[src/rtl/pwm_pkg.sv]
// Shared definitions for the multi-channel breathing PWM: mode encodings and
// the level helpers used by the timebase and the per-channel slices.
package pwm_pkg;

  typedef enum logic [1:0] {
    MODE_OFF     = 2'd0,
    MODE_FIXED   = 2'd1,
    MODE_BREATHE = 2'd2,
    MODE_BLINK   = 2'd3
  } mode_e;

  // Triangle ramp: 1, 2, .., steps, steps, .., 1 over 2*steps positions.
  function automatic int unsigned tri_level(input int unsigned s, input int unsigned steps);
    return (s < steps) ? s + 1 : 2 * steps - s;
  endfunction

  function automatic int unsigned clamp_level(input int unsigned lvl, input int unsigned steps);
    return (lvl > steps) ? steps : lvl;
  endfunction

endpackage

[src/rtl/pwm_chan.sv]
// One PWM channel slice: turns the shared cycle count, this channel's ramp
// step, the active mode and the fixed level into one registered lit bit.
module pwm_chan
  import pwm_pkg::*;
#(
  parameter int unsigned PERIOD = 10,
  parameter int unsigned STEPS  = 5,
  parameter int unsigned CW     = 4,
  parameter int unsigned SW     = 4,
  parameter int unsigned LW     = 3
) (
  input  logic          clk,
  input  logic          rst_n,
  input  logic [CW-1:0] cyc_i,
  input  logic [SW-1:0] sk_i,
  input  mode_e         mode_i,
  input  logic [LW-1:0] level_i,
  output logic          lit_o
);

  localparam int unsigned STEP_SZ = PERIOD / STEPS;

  logic lit_q;
  logic lit_d;

  // Top level is forced to the full period so truncation in STEP_SZ never
  // leaves a dark tail at maximum brightness.
  function automatic int unsigned on_cycles(input int unsigned lvl);
    return (lvl >= STEPS) ? PERIOD : lvl * STEP_SZ;
  endfunction

  always_comb begin
    lit_d = 1'b0;
    case (mode_i)
      MODE_OFF:     lit_d = 1'b0;
      MODE_FIXED:   lit_d = 32'(cyc_i) < on_cycles(32'(level_i));
      MODE_BREATHE: lit_d = 32'(cyc_i) < on_cycles(tri_level(32'(sk_i), STEPS));
      MODE_BLINK:   lit_d = ~sk_i[0];
      default:      lit_d = 1'b0;
    endcase
  end

  always_ff @(posedge clk) begin
    if (!rst_n) begin
      lit_q <= 1'b0;
    end else begin
      lit_q <= lit_d;
    end
  end

  assign lit_o = lit_q;

endmodule

[src/rtl/pwm_breathe_multi.sv]
// Multi-channel breathing PWM: shared period/rep/step timebase, config
// handshake applied only at period boundaries, and output polarity.
module pwm_breathe_multi
  import pwm_pkg::*;
#(
  parameter int unsigned PERIOD     = 500000,
  parameter int unsigned REPS       = 200,
  parameter int unsigned STEPS      = 5,
  parameter int unsigned CH         = 4,
  parameter int unsigned PHASE      = 1,
  parameter bit          ACTIVE_LOW = 1'b1,
  parameter int unsigned RESET_MODE = 2,
  localparam int unsigned LW = $clog2(STEPS + 1),
  localparam int unsigned SW = $clog2(2 * STEPS)
) (
  input  logic          clk,
  input  logic          rst_n,
  input  logic          cfg_valid_i,
  output logic          cfg_ready_o,
  input  logic [1:0]    mode_i,
  input  logic [LW-1:0] level_i,
  output logic [CH-1:0] led_o,
  output logic          period_end_o,
  output logic [SW-1:0] step_o
);

  localparam int unsigned CW    = (PERIOD > 1) ? $clog2(PERIOD) : 1;
  localparam int unsigned RW    = (REPS > 1) ? $clog2(REPS) : 1;
  localparam int unsigned NSTEP = 2 * STEPS;
  localparam mode_e       RST_MODE = mode_e'(2'(RESET_MODE));

  logic [CW-1:0] cyc_q, cyc_d;
  logic [RW-1:0] rep_q, rep_d;
  logic [SW-1:0] step_q, step_d;
  logic          pe_q;
  logic          pend_q, pend_d;
  mode_e         mode_q, mode_d;
  mode_e         pmode_q, pmode_d;
  logic [LW-1:0] level_q, level_d;
  logic [LW-1:0] plevel_q, plevel_d;
  logic          period_end;
  logic          rep_last;
  logic          xfer;
  logic [CH-1:0] lit;

  always_comb begin
    period_end = (cyc_q == CW'(PERIOD - 1));
    rep_last   = (rep_q == RW'(REPS - 1));
    xfer       = cfg_valid_i && !pend_q;

    cyc_d  = period_end ? '0 : cyc_q + 1'b1;
    rep_d  = rep_q;
    step_d = step_q;
    if (period_end) begin
      rep_d = rep_last ? '0 : rep_q + 1'b1;
      if (rep_last) begin
        step_d = (step_q == SW'(NSTEP - 1)) ? '0 : step_q + 1'b1;
      end
    end

    mode_d   = mode_q;
    level_d  = level_q;
    pend_d   = pend_q;
    pmode_d  = pmode_q;
    plevel_d = plevel_q;
    // Applying a pending config takes priority; a transfer landing on the
    // boundary itself only fills the pending slot and waits a full period.
    if (period_end && pend_q) begin
      mode_d  = pmode_q;
      level_d = plevel_q;
      pend_d  = 1'b0;
    end else if (xfer) begin
      pend_d   = 1'b1;
      pmode_d  = mode_e'(mode_i);
      plevel_d = LW'(clamp_level(32'(level_i), STEPS));
    end
  end

  always_ff @(posedge clk) begin
    if (!rst_n) begin
      cyc_q    <= '0;
      rep_q    <= '0;
      step_q   <= '0;
      pe_q     <= 1'b0;
      pend_q   <= 1'b0;
      mode_q   <= RST_MODE;
      level_q  <= '0;
      pmode_q  <= MODE_OFF;
      plevel_q <= '0;
    end else begin
      cyc_q    <= cyc_d;
      rep_q    <= rep_d;
      step_q   <= step_d;
      pe_q     <= period_end;
      pend_q   <= pend_d;
      mode_q   <= mode_d;
      level_q  <= level_d;
      pmode_q  <= pmode_d;
      plevel_q <= plevel_d;
    end
  end

  for (genvar k = 0; k < CH; k++) begin : g_ch
    localparam int unsigned OFS = (k * PHASE) % NSTEP;

    logic [SW:0]   sum;
    logic [SW-1:0] sk;

    // Offset is pre-reduced, so one conditional subtract replaces the modulo.
    assign sum = {1'b0, step_q} + (SW + 1)'(OFS);
    assign sk  = (sum >= (SW + 1)'(NSTEP)) ? SW'(sum - (SW + 1)'(NSTEP)) : sum[SW-1:0];

    pwm_chan #(
      .PERIOD (PERIOD),
      .STEPS  (STEPS),
      .CW     (CW),
      .SW     (SW),
      .LW     (LW)
    ) u_chan (
      .clk     (clk),
      .rst_n   (rst_n),
      .cyc_i   (cyc_q),
      .sk_i    (sk),
      .mode_i  (mode_q),
      .level_i (level_q),
      .lit_o   (lit[k])
    );
  end

  assign led_o        = ACTIVE_LOW ? ~lit : lit;
  assign cfg_ready_o  = ~pend_q;
  assign period_end_o = pe_q;
  assign step_o       = step_q;

endmodule

[config.mk]
export PLATFORM = sky130hd
export DESIGN_NAME = pwm_breathe_multi
export DESIGN_NICKNAME = d
export VERILOG_FILES = /design/src/rtl/pwm_pkg.sv /design/src/rtl/pwm_chan.sv /design/src/rtl/pwm_breathe_multi.sv
export SDC_FILE = /design/constraint.sdc
export NUM_CORES = 1
export LEC_CHECK = 0
export ABC_CLOCK_PERIOD_IN_PS = 9480
export CAP_MARGIN = 20
export CORE_MARGIN = 5
export CORE_UTILIZATION = 30
export DETAILED_ROUTE_END_ITERATION = 12
export PLACE_DENSITY = 0.5
export SLEW_MARGIN = 20
export SYNTH_ARGS = -nofsm -noshare
export SYNTH_HDL_FRONTEND = slang
export SYNTH_HIERARCHICAL = 1
export SYNTH_SLANG_ARGS = --single-unit
[constraint.sdc]
create_clock -name clk -period 9.48 [get_ports clk]
set_input_delay 1.896 -clock clk [delete_from_list [all_inputs] [get_ports clk]]
set_output_delay 1.896 -clock clk [all_outputs]
set_load 0.01 [all_outputs]
* Word-level counts from Yosys, hierarchy flattened *
Index checks and enable logic that the tools add are counted.

storage, ports and cells
  logic and storage cells = 97
  bits in registers = 47
  output and inout port bits = 10
  input bits = 8

operators by class
  mux-type cells = 20
  equality and inequality tests = 6
  multiply operators = 5
  bitwise logic cells = 8
  $lt $le $gt $ge = 19
  add/subtract/negate cells = 18
  reductions and logical operators = 8

operators with widths
  cell                                                                count
  2-to-1 mux 32 bit                                                   8
  less-than comparator 19 x 32 -> 1 bit                               5
  greater-or-equal comparator 32 x 3 -> 1 bit, second input constant  4
  multiplier 32 x 12 -> 27 bit, second input constant                 4
  adder 4 x 1 -> 5 bit, second input constant                         5
  2-to-1 mux 20 bit                                                   1
  2-to-1 mux 4 bit                                                    5
  subtractor 4 x 4 -> 5 bit, first input constant                     4
  adder 19 x 1 -> 19 bit, second input constant                       1
  == test 19 bit, second input constant                               1
  less-than comparator 4 x 3 -> 1 bit, second input constant          4
  case mux 1 bit (4 select lines)                                     4
  subtractor 4 bit, second input constant                             4
  greater-or-equal comparator 5 x 4 -> 1 bit, second input constant   3
  multiplier 3 x 12 -> 15 bit, second input constant                  1
  adder 4 x 2 -> 5 bit, second input constant                         2
  adder 8 x 1 -> 8 bit, second input constant                         1
  == test 8 bit, second input constant                                1
  2-to-1 mux 8 bit                                                    1
  NOT 1 bit                                                           7
  adder 4 x 1 -> 4 bit, second input constant                         1
  == test 2 bit, second input constant                                2
  == test 4 bit, second input constant                                1
  greater-or-equal comparator 4 bit, second input constant            1
  10 further kinds                                                    13

* Depth between registers and ports, before layout *
  depth after elaboration = 9
  mapped depth = 34
  mapped depth without buffers = 34

* By module *
The synthesis kept the hierarchy.

by module, submodules not included
  module                         times used  area each (um^2)  sequential area each (um^2)  cells an instance
  pwm_chan (g_ch[0].u_chan ...)  2           2,783.9           20.0                         344
  pwm_chan (g_ch[3].u_chan)      1           2,850.2           20.0                         360
  pwm_chan (g_ch[1].u_chan)      1           2,770.2           20.0                         342
  pwm_breathe_multi              1           2,551.2           860.8                        305

* Worst setup path after synthesis *
No wires, ideal clock.

  path kind = reg2reg
  start point = reg step_q[0], in the netlist step_o[0]
  end point = reg g_ch[1].u_chan.lit_q
  cell stages (with the launch flop) = 31
  arrival time = 7,109 ps
  clock period less this slack = 7,243 ps
  path buffers = 2
  slack = 2,237 ps
  data required time = 9,346 ps
  cells stage by stage = dfxtp_1 > inv_1 > ha_1 > inv_1 > ha_1 > o31ai_1 > a21oi_1 > xnor2_1 > ha_1 > o21a_1 > buf_2 > inv_2 > buf_1 > ha_1 > ha_1 > inv_1 > fa_1 > fa_1 > inv_1 > ha_1 > nand3_1 > o22ai_1 > nor2_1 > xnor2_1 > nor2_1 > ha_1 > nand3_1 > a2111oi_0 > a211oi_1 > o21a_1 > or4_1

on the way
  cells in the longest elaborated chain, start to end = 9
  elaborated cells on any way between the ends = 14

ends and longest elaborated chain
  element                                                                                             line                      source
  start: declaration                                                                                  pwm_breathe_multi.sv:34   logic [SW-1:0] step_q, step_d;
  start signal: assignment                                                                            pwm_breathe_multi.sv:93   step_q <= step_d;
  adder 4 x 1 -> 5 bit (*)                                                                            pwm_breathe_multi.sv:110  assign sum = {1'b0, step_q} + (SW + 1)'(OFS);
  subtractor 4 bit / greater-or-equal comparator 5 x 4 -> 1 bit (equally long branches)               pwm_breathe_multi.sv:111  assign sk = (sum >= (SW + 1)'(NSTEP)) ? SW'(sum - (SW + 1)'(NSTEP)) : sum[SW-1:0];
  2-to-1 mux 4 bit (*)                                                                                pwm_breathe_multi.sv:111
  named net g_ch[1].sk[0]                                                                             pwm_breathe_multi.sv:107  logic [SW-1:0] sk;
  subtractor 4 x 4 -> 5 bit, or another cell as far along                                             pwm_pkg.sv:14             return (s < steps) ? s + 1 : 2 * steps - s;
  2-to-1 mux 32 bit                                                                                   pwm_pkg.sv:14
  multiplier 32 x 12 -> 27 bit / greater-or-equal comparator 32 x 3 -> 1 bit (equally long branches)  pwm_chan.sv:29            return (lvl >= STEPS) ? PERIOD : lvl * STEP_SZ;
  2-to-1 mux 32 bit                                                                                   pwm_chan.sv:29
  less-than comparator 19 x 32 -> 1 bit                                                               pwm_chan.sv:37            MODE_BREATHE: lit_d = 32'(cyc_i) < on_cycles(tri_level(32'(sk_i), STEPS));
  case mux 1 bit (4 select lines) (*)                                                                 pwm_chan.sv:34            case (mode_i)
  end signal: assignment                                                                              pwm_chan.sv:47            lit_q <= lit_d;
  end: declaration                                                                                    pwm_chan.sv:23            logic lit_q;

The timed path passes the listed nets; every way through them passes the cells marked *.
A chain may end at the register's enable or synchronous reset.

* Final worst setup path *
  start point = reg step_q[1], in the netlist step_o[1]
  end point = reg g_ch[3].u_chan.lit_q

on the way
  cells in the longest elaborated chain, start to end = 9
  elaborated cells on any way between the ends = 14

ends and longest elaborated chain
  element                                                                                             line
  adder 4 x 2 -> 5 bit (*)                                                                            pwm_breathe_multi.sv:110
  subtractor 4 bit / greater-or-equal comparator 5 x 4 -> 1 bit (equally long branches)               pwm_breathe_multi.sv:111
  2-to-1 mux 4 bit (*)                                                                                pwm_breathe_multi.sv:111
  named net g_ch[3].sk[2]                                                                             pwm_breathe_multi.sv:107
  subtractor 4 x 4 -> 5 bit, or another cell as far along                                             pwm_pkg.sv:14
  2-to-1 mux 32 bit (*)                                                                               pwm_pkg.sv:14
  multiplier 32 x 12 -> 27 bit / greater-or-equal comparator 32 x 3 -> 1 bit (equally long branches)  pwm_chan.sv:29
  2-to-1 mux 32 bit (*)                                                                               pwm_chan.sv:29
  less-than comparator 19 x 32 -> 1 bit (*)                                                           pwm_chan.sv:37
  case mux 1 bit (4 select lines) (*)                                                                 pwm_chan.sv:34
  end signal: assignment                                                                              pwm_chan.sv:47
  end: declaration                                                                                    pwm_chan.sv:23

Marked as above.

==> reports/metrics.cfg <==
[global_routing]
grt_use_total=0.137
grt_pass1_wl_um=58000
overflow=0
grt_max_degree=32
grt_pass1_vias=11600
grt_antenna_before_repair=0

[synthesis]
synthesis.area_um2=13700
synth_seq_cells=47
yosysSeqAreaShare=0.0685
ys_warn_count=6
synthTopCellsByCount=ha_1, inv_1, a21oi_1
yosysMostFrequentCell=ha_1
yosys.area.top_type_share=0.360
synth_cell_types=96
synthCells=1695
synth.area.top_cells=ha_1, dfxtp_1, xnor2_1, inv_1, fa_1
yosys.area.top_type=ha_1
synth_fp_nets=2138
async_reset_ff_frac=0
synth_flop_cell=dfxtp_1
synth_edf_count=0
synth_area_per_cell_um2=8.11

[worst_setup_path]
worst_path_largest_cell_delay_ns=0.60
end_kind=flop
crit_slowest_cell=dfxtp_1
r2r_start=step_o[1]
crit_required_ns=9.72
rr_worst_depth=30
cpMostUsedCell=ha_1
cp-start-kind=flop
crit_type=flop to flop
crit_fanout=15
worstReg2RegEnd=g_ch[3].u_chan/lit_o
r2r_slack_ns=1.59
crit_arrival_ns=8.13

[cts]
h-tree-depth=2
clkTransAtPathRegs_ns=0.08
clockRootBuffer=clkbuf_16
cts_sinks=47
cts_made_buffers=5
cts_hold_buf=0
cts_tree=built
clk_latency_ns=0.31
cts_resized=0
clockBufferDepth=2
postCtsSetupBuffers=0

[finish]
stdcell_area_um2=14700
n_antenna_cell=0
area_growth_syn_to_layout_pct=7.33
nets=2147
drive_gt1_frac=0.0375

[die]
die_y_um=224
initial_core_util=0.303
rows=78
die_w_um=224
die_area_um2=50200
io_pins=18
coreArea_um2=45400

[timing]
tns_ns=0
finalCritPeriodShare=0.832
period_minus_slack_ns=7.89
fin_skew_ns=0.0118
hold_viol_final=0
max_freq_ghz=0.127
rsz0062_at_grt=false
tightest_slew_ns=0.999
worst_slack_ns=1.59
finalSetupViolCount=0
maxSlewHeadroom=0.327
drv_slew=0

[drt]
dr.first_iter.drc_count=602
drtPass1Iterations=5
route.detailed.wl_per_inst_um=15.0
drc=0
viasPerCell=5.00
final_antenna_net_count=0
routed_wl_um=34500
vias=11500

[min_path]
hp-class=flop to flop
min_to=cyc_q[0]
hold_path_depth=1
worstHoldStart=cyc_q[0]

[placed_design]
place_area_um2=14600
dp_worst_setup_slack_ns=1.62
io_buffers=17
hpwlAfterDp_um=27600
gp_congestion=0.792

[pwr]
power_density_nw_per_um2=28.9
total_leakage_power_nw=7.63
ir_worst_vdd_mv=0.0691

[run_status]
outcome=finished clean

[run]
maxCapViolCount=0

==> layout make-up <==
type                            instances  area [µm²]
Sequential cell                        47         941
Fill cell                            4791       30600
Clock buffer                            5         125
Timing Repair Buffer                   36         313
Clock inverter                          3        28.8
Inverter                              230         890
Multi-Input combinational cell       1384       11700
Tap cell                              600         751
==> critical path: cells and delay by family (launching register included) <==
| family | cells | cell delay (ns) |
|---|---|---|
| fa+ha+maj | 8 | 3.05 |
| simple gates | 5 | 0.35 |
| flops | 1 | 0.60 |
| buf+inv | 5 | 0.83 |
| compound gates | 10 | 2.68 |
| xor+xnor | 2 | 0.30 |
==> kinds of logic (layout without fill, tap and decap cells) <==
group	count (synthesis)	in the layout	share of synthesized area
compound gates	365	365	0.175
xor+xnor	140	140	0.0892
fa+ha+maj	435	435	0.418
buf+inv	264	274	0.0803
flops	47	47	0.0685
mux	14	14	0.0104
simple gates	430	430	0.159
==> report_power, final <==
group / total (mW) / switching (mW) / internal [mW]
Combinational: 0.0200 / 0.0106 / 0.00938
Clock: 0.203 / 0.100 / 0.102
Sequential: 0.204 / 0.00320 / 0.201
==> through the flow <==
stage / hold WS [ns] / total power [mW] / utilization / instances
after detailed placement: 0.449 / 0.229 / 0.322 / 2297
after floorplan: 0.422 / 0.218 / - / 1695
after CTS: 0.465 / 0.432 / 0.325 / 2305
final: 0.476 / 0.427 / 0.325 / 2305
after global placement: 0.442 / 0.229 / 0.321 / 2297
after global routing: 0.476 / 0.441 / 0.325 / 2305
==> worst max path at each step <==
stage	start	to	slack, ns	depth (start not counted)
after floorplan	step_o[0]	g_ch[1].u_chan/lit_o	2.24	30
after global placement	step_o[1]	g_ch[3].u_chan/lit_o	1.83	31
after detailed placement	step_o[1]	g_ch[3].u_chan/lit_o	1.62	30
after CTS	step_o[1]	g_ch[3].u_chan/lit_o	1.58	31
after global routing	step_o[1]	g_ch[3].u_chan/lit_o	0.99	30
final	step_o[1]	g_ch[3].u_chan/lit_o	1.59	30
==> flip-flops by register name, indices dropped and copies added, names as in the netlist <==
name and flops:
step_o 4, g_ch.u_chan/lit_o 4, mode_q 2, level_q 3, rep_q 8, cyc_q 19, plevel_q 3, pmode_q 2
pend_q 1, period_end_o 1
==> placed cells by master (no fill, tap or decap), types with 6 or more instances in the layout <==
cell type | synthesis | final
o31ai_1 | 16 | 16
a211oi_1 | 10 | 10
nor3_1 | 17 | 17
nand3b_1 | 7 | 7
inv_1 | 225 | 225
mux2i_1 | 12 | 12
a31oi_1 | 11 | 11
and2_1 | 8 | 8
nor2b_1 | 23 | 23
a21o_1 | 38 | 38
nor4_1 | 6 | 6
nor2_1 | 108 | 108
nand4_1 | 27 | 27
o21a_1 | 19 | 19
o22ai_1 | 11 | 11
nand2b_1 | 15 | 15
xor2_1 | 40 | 40
dfxtp_1 | 47 | 47
a211o_1 | 10 | 10
nand2_1 | 117 | 117
o21ai_0 | 64 | 64
and3_1 | 12 | 12
or4_1 | 11 | 11
buf_4 | 1 | 19
ha_1 | 395 | 395
fa_1 | 40 | 40
nand3_1 | 37 | 37
a2111oi_0 | 6 | 6
xnor2_1 | 100 | 100
a21oi_1 | 118 | 118
clkdlybuf4s50_1 | 0 | 17
or3_1 | 10 | 10
==> metal layers <==
layer / global-route usage / share of wire / vias up
li1: - / - / 5973
met4: 0.0188 / 0.010 / 0
met5: 0 / 0 / -
met1: 0.192 / 0.51 / 5384
met2: 0.236 / 0.46 / 141
met3: 0.0109 / 0.024 / 18
(Power assumes the default switching activity.)
